`src/rtl/i2s_tx_serializer_pkg.sv`:
```
`default_nettype none
// ============================================================================
//  Module      : i2s_tx_serializer_pkg
//  Description : Definitions shared by the I2S transmit path: word-select
//                slot encodings, the serializer state encoding and the
//                sample-size decode that is also used by the receive path.
//  Contents    : I2S_LEFT / I2S_RIGHT  - ws value of each slot
//                tx_state_t            - serializer states
//                decode_sample_size()  - 5-bit size field -> bit count
//  Revision    : 1.0 - initial release
// ============================================================================
package i2s_tx_serializer_pkg;

    localparam logic I2S_LEFT  = 1'b0;
    localparam logic I2S_RIGHT = 1'b1;

    typedef enum logic [1:0] {
        ST_IDLE  = 2'd0,
        ST_DELAY = 2'd1,
        ST_SHIFT = 2'd2,
        ST_PAD   = 2'd3
    } tx_state_t;

    // A size field of 0 stands for a full 32-bit sample, so the result needs
    // six bits.
    function automatic logic [5:0] decode_sample_size(input logic [4:0] size);
        decode_sample_size = (size == 5'd0) ? 6'd32 : {1'b0, size};
    endfunction

endpackage
`default_nettype wire

```
`src/rtl/i2s_tx_fifo.sv`:
```
`default_nettype none
// ============================================================================
//  Module      : i2s_tx_fifo
//  Description : First-word-fall-through sample FIFO. The head entry is
//                always present on o_rdata while the FIFO is non-empty.
//                Writes while full are dropped; reads while empty are ignored.
//  Ports       : clk, rst_n      - clock, asynchronous active-low reset
//                i_wr, i_wdata   - push request and data
//                i_rd            - pop request (head consumed this cycle)
//                o_rdata         - head entry
//                o_full/o_empty  - status flags
//                o_level         - entry count, 0..2^FIFO_AW
//  Revision    : 1.0 - initial release
// ============================================================================
module i2s_tx_fifo #(
    parameter int FIFO_AW = 4,
    parameter int DATA_W  = 32
) (
    input  logic               clk,
    input  logic               rst_n,
    input  logic               i_wr,
    input  logic [DATA_W-1:0]  i_wdata,
    input  logic               i_rd,
    output logic [DATA_W-1:0]  o_rdata,
    output logic               o_full,
    output logic               o_empty,
    output logic [FIFO_AW:0]   o_level
);

    localparam int               c_depth   = 1 << FIFO_AW;
    localparam logic [FIFO_AW:0] c_level_full = {1'b1, {FIFO_AW{1'b0}}};

    logic [DATA_W-1:0]  r_mem [c_depth];
    logic [FIFO_AW-1:0] r_wr_ptr;
    logic [FIFO_AW-1:0] r_rd_ptr;
    logic [FIFO_AW:0]   r_level;

    logic w_push;
    logic w_pop;

    assign o_full  = (r_level == c_level_full);
    assign o_empty = (r_level == '0);
    assign o_level = r_level;
    assign o_rdata = r_mem[r_rd_ptr];

    assign w_push = i_wr & ~o_full;
    assign w_pop  = i_rd & ~o_empty;

    // Storage carries no reset; only pointers and level define validity.
    always_ff @(posedge clk) begin
        if (w_push) begin
            r_mem[r_wr_ptr] <= i_wdata;
        end
    end

    always_ff @(posedge clk or negedge rst_n) begin
        if (!rst_n) begin
            r_wr_ptr <= '0;
            r_rd_ptr <= '0;
            r_level  <= '0;
        end else begin
            if (w_push) begin
                r_wr_ptr <= r_wr_ptr + 1'b1;
            end
            if (w_pop) begin
                r_rd_ptr <= r_rd_ptr + 1'b1;
            end
            // Simultaneous push and pop leaves the level unchanged.
            if (w_push && !w_pop) begin
                r_level <= r_level + 1'b1;
            end else if (w_pop && !w_push) begin
                r_level <= r_level - 1'b1;
            end
        end
    end

endmodule
`default_nettype wire

```
`src/rtl/i2s_tx_serializer.sv`:
```
`default_nettype none
// ============================================================================
//  Module      : i2s_tx_serializer
//  Description : I2S transmit stage. Samples pushed into an internal FIFO are
//                shifted out MSB-first on sdo, aligned to the sck/ws pair of
//                the clock generator. Supports I2S (one-bit delay) and
//                left-justified framing, 1..32-bit samples and per-channel
//                enables.
//  Ports       : clk, rst_n            - clock, asynchronous active-low reset
//                en                    - transmit enable
//                sck, ws               - serial clock / word select (0=left)
//                sdo                   - registered serial data
//                left_justified        - framing select
//                sample_size           - bits per sample, 0 means 32
//                channels              - {left_en, right_en}
//                fifo_wr, fifo_wdata   - sample push
//                fifo_full/empty/level - FIFO status
//                fifo_level_threshold  - low-water mark
//                fifo_level_below      - level below low-water mark
//                underrun, underrun_clr- sticky underrun flag and its clear
//  Revision    : 1.0 - initial release
// ============================================================================
module i2s_tx_serializer #(
    parameter int FIFO_AW = 4
) (
    input  logic               clk,
    input  logic               rst_n,
    input  logic               en,
    input  logic               sck,
    input  logic               ws,
    output logic               sdo,
    input  logic               left_justified,
    input  logic [4:0]         sample_size,
    input  logic [1:0]         channels,
    input  logic               fifo_wr,
    input  logic [31:0]        fifo_wdata,
    output logic               fifo_full,
    output logic               fifo_empty,
    output logic [FIFO_AW:0]   fifo_level,
    input  logic [FIFO_AW:0]   fifo_level_threshold,
    output logic               fifo_level_below,
    output logic               underrun,
    input  logic               underrun_clr
);

    import i2s_tx_serializer_pkg::*;

    logic        r_last_sck;
    logic        r_last_ws;
    tx_state_t   r_state;
    tx_state_t   w_state_nxt;
    logic [31:0] r_shreg;
    logic [31:0] w_shreg_nxt;
    logic [5:0]  r_bit_cnt;
    logic [5:0]  w_bit_cnt_nxt;
    logic        r_sdo;
    logic        w_sdo_nxt;
    logic        r_underrun;
    logic        w_underrun_nxt;

    logic        w_sck_fall;
    logic        w_ws_edge;
    logic        w_slot_start;
    logic        w_chan_en;
    logic        w_pop;
    logic        w_underrun_set;
    logic [5:0]  w_n;
    logic [5:0]  w_align;
    logic [31:0] w_head;
    logic [31:0] w_load;

    i2s_tx_fifo #(
        .FIFO_AW (FIFO_AW),
        .DATA_W  (32)
    ) u_fifo (
        .clk     (clk),
        .rst_n   (rst_n),
        .i_wr    (fifo_wr),
        .i_wdata (fifo_wdata),
        .i_rd    (w_pop),
        .o_rdata (w_head),
        .o_full  (fifo_full),
        .o_empty (fifo_empty),
        .o_level (fifo_level)
    );

    assign fifo_level_below = (fifo_level < fifo_level_threshold);
    assign underrun         = r_underrun;
    assign sdo              = r_sdo;

    assign w_sck_fall   = ~sck & r_last_sck;
    assign w_ws_edge    = ws ^ r_last_ws;
    assign w_slot_start = w_ws_edge & en;

    // The new slot belongs to the channel named by the new ws value.
    assign w_chan_en      = (ws == I2S_LEFT) ? channels[1] : channels[0];
    assign w_pop          = w_slot_start & w_chan_en & ~fifo_empty;
    assign w_underrun_set = w_slot_start & w_chan_en & fifo_empty;

    // MSB-align the right-aligned sample so shreg[31] is always the next bit.
    assign w_n     = decode_sample_size(sample_size);
    assign w_align = 6'd32 - w_n;
    assign w_load  = w_pop ? (w_head << w_align) : 32'd0;

    always_ff @(posedge clk or negedge rst_n) begin
        if (!rst_n) begin
            r_last_sck <= 1'b0;
            r_last_ws  <= 1'b0;
            r_state    <= ST_IDLE;
            r_shreg    <= 32'd0;
            r_bit_cnt  <= 6'd0;
            r_sdo      <= 1'b0;
            r_underrun <= 1'b0;
        end else begin
            r_last_sck <= sck;
            r_last_ws  <= ws;
            r_state    <= w_state_nxt;
            r_shreg    <= w_shreg_nxt;
            r_bit_cnt  <= w_bit_cnt_nxt;
            r_sdo      <= w_sdo_nxt;
            r_underrun <= w_underrun_nxt;
        end
    end

    always_comb begin
        w_state_nxt   = r_state;
        w_shreg_nxt   = r_shreg;
        w_bit_cnt_nxt = r_bit_cnt;
        w_sdo_nxt     = r_sdo;
        // A new underrun takes priority over a clear in the same cycle.
        w_underrun_nxt = w_underrun_set | (r_underrun & ~underrun_clr);

        if (!en) begin
            w_state_nxt   = ST_IDLE;
            w_shreg_nxt   = 32'd0;
            w_bit_cnt_nxt = 6'd0;
            w_sdo_nxt     = 1'b0;
        end else if (w_slot_start) begin
            w_shreg_nxt = w_load;
            if (left_justified) begin
                // MSB goes out on the sck fall that opens the slot.
                w_state_nxt   = ST_SHIFT;
                w_sdo_nxt     = w_load[31];
                w_bit_cnt_nxt = 6'd1;
            end else begin
                // I2S: this fall keeps the previous slot's last bit on sdo.
                w_state_nxt   = ST_DELAY;
                w_bit_cnt_nxt = 6'd0;
            end
        end else begin
            unique case (r_state)
                ST_IDLE: begin
                    w_sdo_nxt = 1'b0;
                end
                ST_DELAY: begin
                    if (w_sck_fall) begin
                        w_sdo_nxt     = r_shreg[31];
                        w_bit_cnt_nxt = 6'd1;
                        w_state_nxt   = ST_SHIFT;
                    end
                end
                ST_SHIFT: begin
                    if (w_sck_fall) begin
                        if (r_bit_cnt >= w_n) begin
                            w_state_nxt = ST_PAD;
                            w_sdo_nxt   = 1'b0;
                        end else begin
                            w_shreg_nxt   = {r_shreg[30:0], 1'b0};
                            w_sdo_nxt     = r_shreg[30];
                            w_bit_cnt_nxt = r_bit_cnt + 6'd1;
                        end
                    end
                end
                ST_PAD: begin
                    w_sdo_nxt = 1'b0;
                end
                default: begin
                    w_state_nxt = ST_IDLE;
                    w_sdo_nxt   = 1'b0;
                end
            endcase
        end
    end

endmodule
`default_nettype wire

```
`config.mk`:
```
export PLATFORM = sky130hd
export DESIGN_NAME = i2s_tx_serializer
export DESIGN_NICKNAME = d
export VERILOG_FILES = /design/src/rtl/i2s_tx_serializer_pkg.sv /design/src/rtl/i2s_tx_fifo.sv /design/src/rtl/i2s_tx_serializer.sv
export SDC_FILE = /design/constraint.sdc
export NUM_CORES = 1
export LEC_CHECK = 0
export CORE_MARGIN = 10
export CORE_UTILIZATION = 50
export DETAILED_ROUTE_END_ITERATION = 8
export GPL_TIMING_DRIVEN = 1
export HOLD_SLACK_MARGIN = 0.08
export PLACE_DENSITY_LB_ADDON = 0.05
export SLEW_MARGIN = 10
export SYNTH_ARGS = -nofsm -noshare
export SYNTH_HDL_FRONTEND = slang
export SYNTH_SLANG_ARGS = --single-unit
```
`constraint.sdc`:
```
create_clock -name clk -period 11.1 [get_ports clk]
set_input_delay 1.11 -clock clk [delete_from_list [all_inputs] [get_ports clk]]
set_output_delay 1.11 -clock clk [all_outputs]
set_load 0.02 [all_outputs]
```
==> results of run 1 <==
[worst max-delay path, cell delays in order, from the launching register on]
cell and delay, ns:
dfrtp_4 0.89, buf_4 0.61, buf_4 0.87, mux4_2 0.59, nand2b_1 0.16, a21oi_1 0.33
nor2_1 0.09, mux4_2 0.54, mux2_2 0.31, a22oi_1 0.25, o221ai_1 0.15
[registers in the layout, summed over array words and instances, names as in the netlist, 2 cells and up]
register,cells
r_bit_cnt,6
r_shreg,32
r_state,2
u_fifo.o_level,5
u_fifo.r_mem,512
u_fifo.r_rd_ptr,4
u_fifo.r_wr_ptr,4
[cell usage in the layout (no fill, tap or decap), drive strengths merged, types with 5 or more instances in the layout]
cell type,Yosys,layout
buf,50,40
dfrtp,57,57
edfxtp,512,512
a22oi,37,37
a22o,7,7
a221oi,25,25
a211o,5,5
a21o,8,8
a32oi,7,7
o22ai,6,6
nor2b,15,15
o211ai,21,21
a221o,5,5
a211oi,12,12
a31oi,13,13
nor3,28,28
a21oi,38,38
or2,6,6
nand2,89,89
mux4,109,109
ha,24,24
and3,5,5
inv,30,30
and2,8,8
o31ai,8,8
nand4,11,11
clkinv,1,33
nor2,61,61
clkbuf,39,74
xnor2,18,18
o21ai,41,41
nand2b,15,15
mux2i,98,98
clkdlybuf4s50,0,59
mux2,18,18
nand3,24,24
a2111oi,5,5
[routing by layer]
layer,wire length [microns],part of all wire (%)
met5,10,0.015
met4,1890,2.9
met3,3910,5.9
met2,30900,47
met1,29100,44
[metrics by stage]
| step | power [W] | area (sq um) | worst slack (ns) |
|---|---|---|---|
| 3_5_place_dp | 0.00512 | 26200 | 5.86 |
| 5_1_grt | 0.00724 | 28000 | 5.59 |
| 4_1_cts | 0.00697 | 28000 | 5.89 |
| 3_3_place_gp | 0.00510 | 26200 | 5.93 |
| 6_report | 0.00692 | 28000 | 5.93 |
| 2_1_floorplan | 0.00436 | 24900 | 6.61 |
[layout make-up]
| class | count | area, sq um | share of cell area, % |
|---|---|---|---|
| sequential | 569 | 16800 | 60.0 |
| multi-input combinational | 814 | 7540 | 26.9 |
| clock buffer | 74 | 1550 | 5.54 |
| timing repair buffer | 99 | 886 | 3.16 |
| tap | 664 | 831 | 2.97 |
| clock inverter | 36 | 267 | 0.952 |
| inverter | 31 | 116 | 0.415 |
[kinds of logic after synthesis]
| kind of cell | share of synthesized area, % |
|---|---|
| adder cells (fa/ha/maj) | 1.29 |
| XOR/XNOR | 0.775 |
| AND/OR/NAND/NOR | 5.16 |
| flip-flops | 67.6 |
| buffers and inverters | 2.66 |
| multiplexers | 14.6 |
| AO/OA/AOI/OAI | 7.89 |
[final timing paths]
path | from | end | slack, ns | cells past startpoint
worst max-delay path | u_fifo.r_rd_ptr[0]$_DFFE_PN0P_ | r_shreg[26]$_DFFE_PN0P_ | 5.93 | 10
worst min-delay path | r_shreg[4]$_DFFE_PN0P_ | r_shreg[4]$_DFFE_PN0P_ | 0.48 | 2
worst max register to register | u_fifo.r_rd_ptr[0]$_DFFE_PN0P_ | r_shreg[26]$_DFFE_PN0P_ | 5.93 | 10
worst min register to register | r_shreg[4]$_DFFE_PN0P_ | r_shreg[4]$_DFFE_PN0P_ | 0.48 | 2
max in group asynchronous | rst_n | u_fifo.r_rd_ptr[1]$_DFFE_PN0P_ | 9.83 | 2
min in group asynchronous | rst_n | r_shreg[17]$_DFFE_PN0P_ | 0.69 | 2
[power by group through the flow]
| stage | clock (W) | combinational [W] | sequential, W |
|---|---|---|---|
| after floorplan | 0 | 0.00168 | 0.00268 |
| after CTS | 0.00189 | 0.00231 | 0.00277 |
| final | 0.00185 | 0.00231 | 0.00276 |
| after global routing | 0.00198 | 0.00246 | 0.00279 |
| after global placement | 0 | 0.00230 | 0.00280 |
| after detailed placement | 0 | 0.00230 | 0.00281 |
==> results.cfg, run 1 <==
[yosys]
synth_common_cells = 512 x edfxtp_1, 109 x mux4_2, 98 x mux2i_1, 89 x nand2_1, 60 x nor2_1
synth_edf_count = 512
synth_top_area_cell = edfxtp_1
synth_most_common_cell = edfxtp_1
synth_top_area_share_pct = 61.9
synthTopCellsByArea = edfxtp_1 62%, mux4_2 9.9%, dfrtp_1 5.7%
synth_ff_type = edfxtp_1
synthArstFlopShare_pct = 10.0
synth.net_count = 1580
synth_seq_cells = 569
yosys_warnings = 0
synthesis.area_sq_um = 24900
syn_avg_cell_area_sq_um = 16.5
seq_area_frac_synth_pct = 67.6
syn_inst = 1503
synthDistinctLibCells = 78

[global_route]
use_met3_pct = 3.05
met1_usage_pct = 32.2
antenna_found_initial = 1
grt_overflow = 0
first_global_vias = 14300
top_usage_layer = met2
track_usage_pct = 22.1
grt_pass1_wl_mm = 97.6
met2_usage_pct = 34.1
grt_max_degree = 58

[routing]
vias_per_cell = 6.29
wl_per_cell_microns = 28.8
dr.pass1.iters = 5
route.vias.total = 14400
drc_errors = 0
drt-initial-drc-count = 1476
wl_mm = 65.8
antenna_left = 0

[flow_run]
max_cap_viol_count = 0

[floorplanning]
dieArea_sq_um = 59000
start_util_pct = 50.7
rows = 81
fp.coreArea_sq_um = 49100
fp.dieH_microns = 243
die_w_microns = 243
pin_count = 62

[critical_path]
startpoint_type = flip-flop
endpoint_kind = flip-flop
arrival_ns = 5.59
cp_data_required_time_ns = 11.53
criticalPathCategory = flip-flop to flip-flop
crit_fanout = 54

[cells_and_area]
synthToLayoutAreaGrowth_pct = 12.7
antenna_cells = 0
fill_cells = 3857
final_cells = 2287
fin_util_pct = 57.1
nets = 1651
drive_gt1_share_pct = 17.1

[sta]
setup_tns_ns = 0
fmax_mhz = 194
rsz0062_at_grt = no
relSlewSlack_pct = 30.5
final_hold_viol_count = 0
fin_crit_ns = 5.17
fin_hold_ws_ns = 0.482
worst_pin_slew_ns = 1.04
skew_ns = 0.0444
slew_viol_final = 0
min_period_over_period_pct = 46.6
setup_viol = 0

[cts]
cts_tree = done
cts_resized = 0
clock-root-buffer = clkbuf_16
cts.sinks = 569
clock_latency_ns = 0.63
numCtsBuffers = 59
cts_post_setup_buffers_inserted = 0
clkTransAtPathRegs_ns = 0.06
cts_buffer_depth = 3
htreeDepth = 2
hold_buffers = 0

[power_and_ir_drop]
p_comb_share_pct = 33.4
switchingPower_w = 0.00239
leakage_nw = 9.38
clkPwrFrac_pct = 26.8
swShare_pct = 34.5
powerDensity_nw_per_um2 = 247
ir_drop_v = 0.000165
internal_power_w = 0.00454
seq_power_share_pct = 39.9

[worst_hold_path]
min_path_type = flip-flop to flip-flop

[placed_design]
dpl.hpwl_mm = 40.0
placed_cells = 2177
portBuffers = 61
place_congestion = 0.926

[run_status]
outcome = finished, final reports clean
(Power assumes the default switching activity.)
==> inputs of run 2 (changes only) <==
clock period = 5.3 ns   (was 11.1 ns; I/O delays follow)
==> results.cfg, run 2 (synthesis gave the netlist of run 1 again) <==
[routing]
wl_per_cell_microns = 28.6
wl_mm = 66.0
antenna_left = 0
drt-initial-drc-count = 1443
drc_errors = 0
dr.pass1.iters = 5
route.vias.total = 14200
vias_per_cell = 6.16

[critical_path]
crit_buf_inv = 1
cp_data_required_time_ns = 5.78
worstPathCellList = nor2b_1 > buf_4 > a221oi_1 > o21ai_0 > nand2_1 > mux4_2 > mux2i_1 > nor2_1 > or4_1
criticalPathCategory = flip-flop to flip-flop
slowest_stage = o21ai_0
arrival_ns = 4.53
endpoint_kind = flip-flop
crit_fanout = 30
startpoint_type = flip-flop
slowest_delay_ns = 0.72
crit_family = simple AND/OR/NAND/NOR gates

[cts]
cts_tree = done
cts_buffer_depth = 3
hold_buffers = 0
cts_resized = 0
cts.sinks = 569
clock_latency_ns = 0.64
numCtsBuffers = 58
clock-root-buffer = clkbuf_16
htreeDepth = 2
cts_post_setup_buffers_inserted = 0
clkTransAtPathRegs_ns = 0.06

[placed_design]
post_dp_cell_area_sq_um = 26400
place_ws_ns = 1.28
portBuffers = 61
dpl.hpwl_mm = 40.2
placed_cells = 2196
place_congestion = 0.946

[global_route]
antenna_found_initial = 2
grt_max_degree = 80
first_global_vias = 14300
track_usage_pct = 22.3
grt_overflow = 0
grt_pass1_wl_mm = 97.6

[sta]
fin_crit_ns = 4.05
min_period_over_period_pct = 76.5
setup_tns_ns = 0
setup_viol = 0
fin_hold_ws_ns = 0.0987
fmax_mhz = 247
relSlewSlack_pct = 24.6
setup_ws_ns = 1.25
worst_pin_slew_ns = 1.13
slew_viol_final = 0
final_hold_viol_count = 0
skew_ns = 0.0431
rsz0062_at_grt = no

[floorplanning]
dieArea_sq_um = 59000
fp.dieH_microns = 243
die_w_microns = 243
pin_count = 62
fp.coreArea_sq_um = 49100
rows = 81
start_util_pct = 50.7

[cells_and_area]
final_cell_mix = 512 x edfxtp_1, 109 x mux4_2, 98 x mux2i_1, 89 x nand2_1
final_area_sq_um = 28300
synthToLayoutAreaGrowth_pct = 13.8
reg_top3 = u_fifo.r_mem x512, r_shreg x32, r_bit_cnt x6
layout.cells.most_common = edfxtp_1
largest_reg_flops = 512
regMostFlops = u_fifo.r_mem
drive_gt1_share_pct = 18.3
nets = 1669
final_cells = 2304

[power_and_ir_drop]
internal_power_w = 0.00976
seq_power_share_pct = 38.5
leakage_nw = 9.52
clkPwrFrac_pct = 27.6
switchingPower_w = 0.00503
ir_drop_v = 0.000286
swShare_pct = 34.0
powerDensity_nw_per_um2 = 523
p_comb_share_pct = 33.8

[run_status]
outcome = finished, final reports clean

[worst_hold_path]
min_path_type = primary input to asynchronous set/reset pin

[flow_run]
max_cap_viol_count = 0
## run 2: changes by cell type in the layout (fill, tap and decap cells not counted), moves of 2 or more
| cell | previous run | this run |
|---|---|---|
| buf_12 | 0 | 4 |
| buf_4 | 38 | 53 |
| bufinv_16 | 3 | 7 |
| clkbuf_1 | 13 | 16 |
| clkbuf_8 | 2 | 0 |
| clkinv_1 | 23 | 13 |
## run 2: layout make-up
cell class | instances | area (sq um)
Multi-Input combinational cell | 814 | 7530
Timing Repair Buffer | 118 | 1080
Tap cell | 664 | 831
Clock inverter | 32 | 367
Fill cell | 3837 | 20800
Clock buffer | 75 | 1540
Sequential cell | 569 | 16800
Antenna cell | 1 | 2.50
Inverter | 31 | 116
## run 2: metal layers
| layer | global-route usage [%] | wire length, microns |
|---|---|---|
| met5 | 0 | 20 |
| met4 | 6.95 | 1760 |
| met3 | 3.37 | 3830 |
| met1 | 31.1 | 28800 |
| met2 | 35.7 | 31500 |
## run 2: power by group through the flow
stage	clock network, W	logic, W	registers [W]
finish	0.00408	0.00500	0.00570
global route	0.00435	0.00535	0.00575
CTS	0.00416	0.00503	0.00571
detailed placement	0	0.00501	0.00580
global placement	0	0.00501	0.00578
floorplan	0	0.00352	0.00560
## run 2: final timing paths
path / from / end / slack [ns] / cells after the start
max reg2reg: u_fifo.r_rd_ptr[2]$_DFFE_PN0P_ / r_shreg[23]$_DFFE_PN0P_ / 1.25 / 9
min: rst_n / u_fifo.r_rd_ptr[1]$_DFFE_PN0P_ / 0.1 / 2
max in group asynchronous: rst_n / u_fifo.r_rd_ptr[2]$_DFFE_PN0P_ / 4.60 / 2
min in group clk: sck / r_last_sck$_DFF_PN0_ / 0.41 / 1
min reg2reg: r_shreg[3]$_DFFE_PN0P_ / r_shreg[3]$_DFFE_PN0P_ / 0.49 / 2
max: u_fifo.r_rd_ptr[2]$_DFFE_PN0P_ / r_shreg[23]$_DFFE_PN0P_ / 1.25 / 9
## run 2: metrics by stage
step | utilization (%) | power [W]
floorplan | - | 0.00912
global placement | 53.8 | 0.0108
detailed placement | 53.8 | 0.0108
CTS | 57.6 | 0.0149
global route | 57.6 | 0.0154
finish | 57.7 | 0.0148
## run 2: worst register-to-register path, cell delays in order (launching register included)
cell      delay (ns)
dfrtp_4         0.68
nor2b_1         0.50
buf_4           0.31
a221oi_1        0.19
o21ai_0         0.72
nand2_1         0.15
mux4_2          0.54
mux2i_1         0.23
nor2_1          0.08
or4_1           0.51
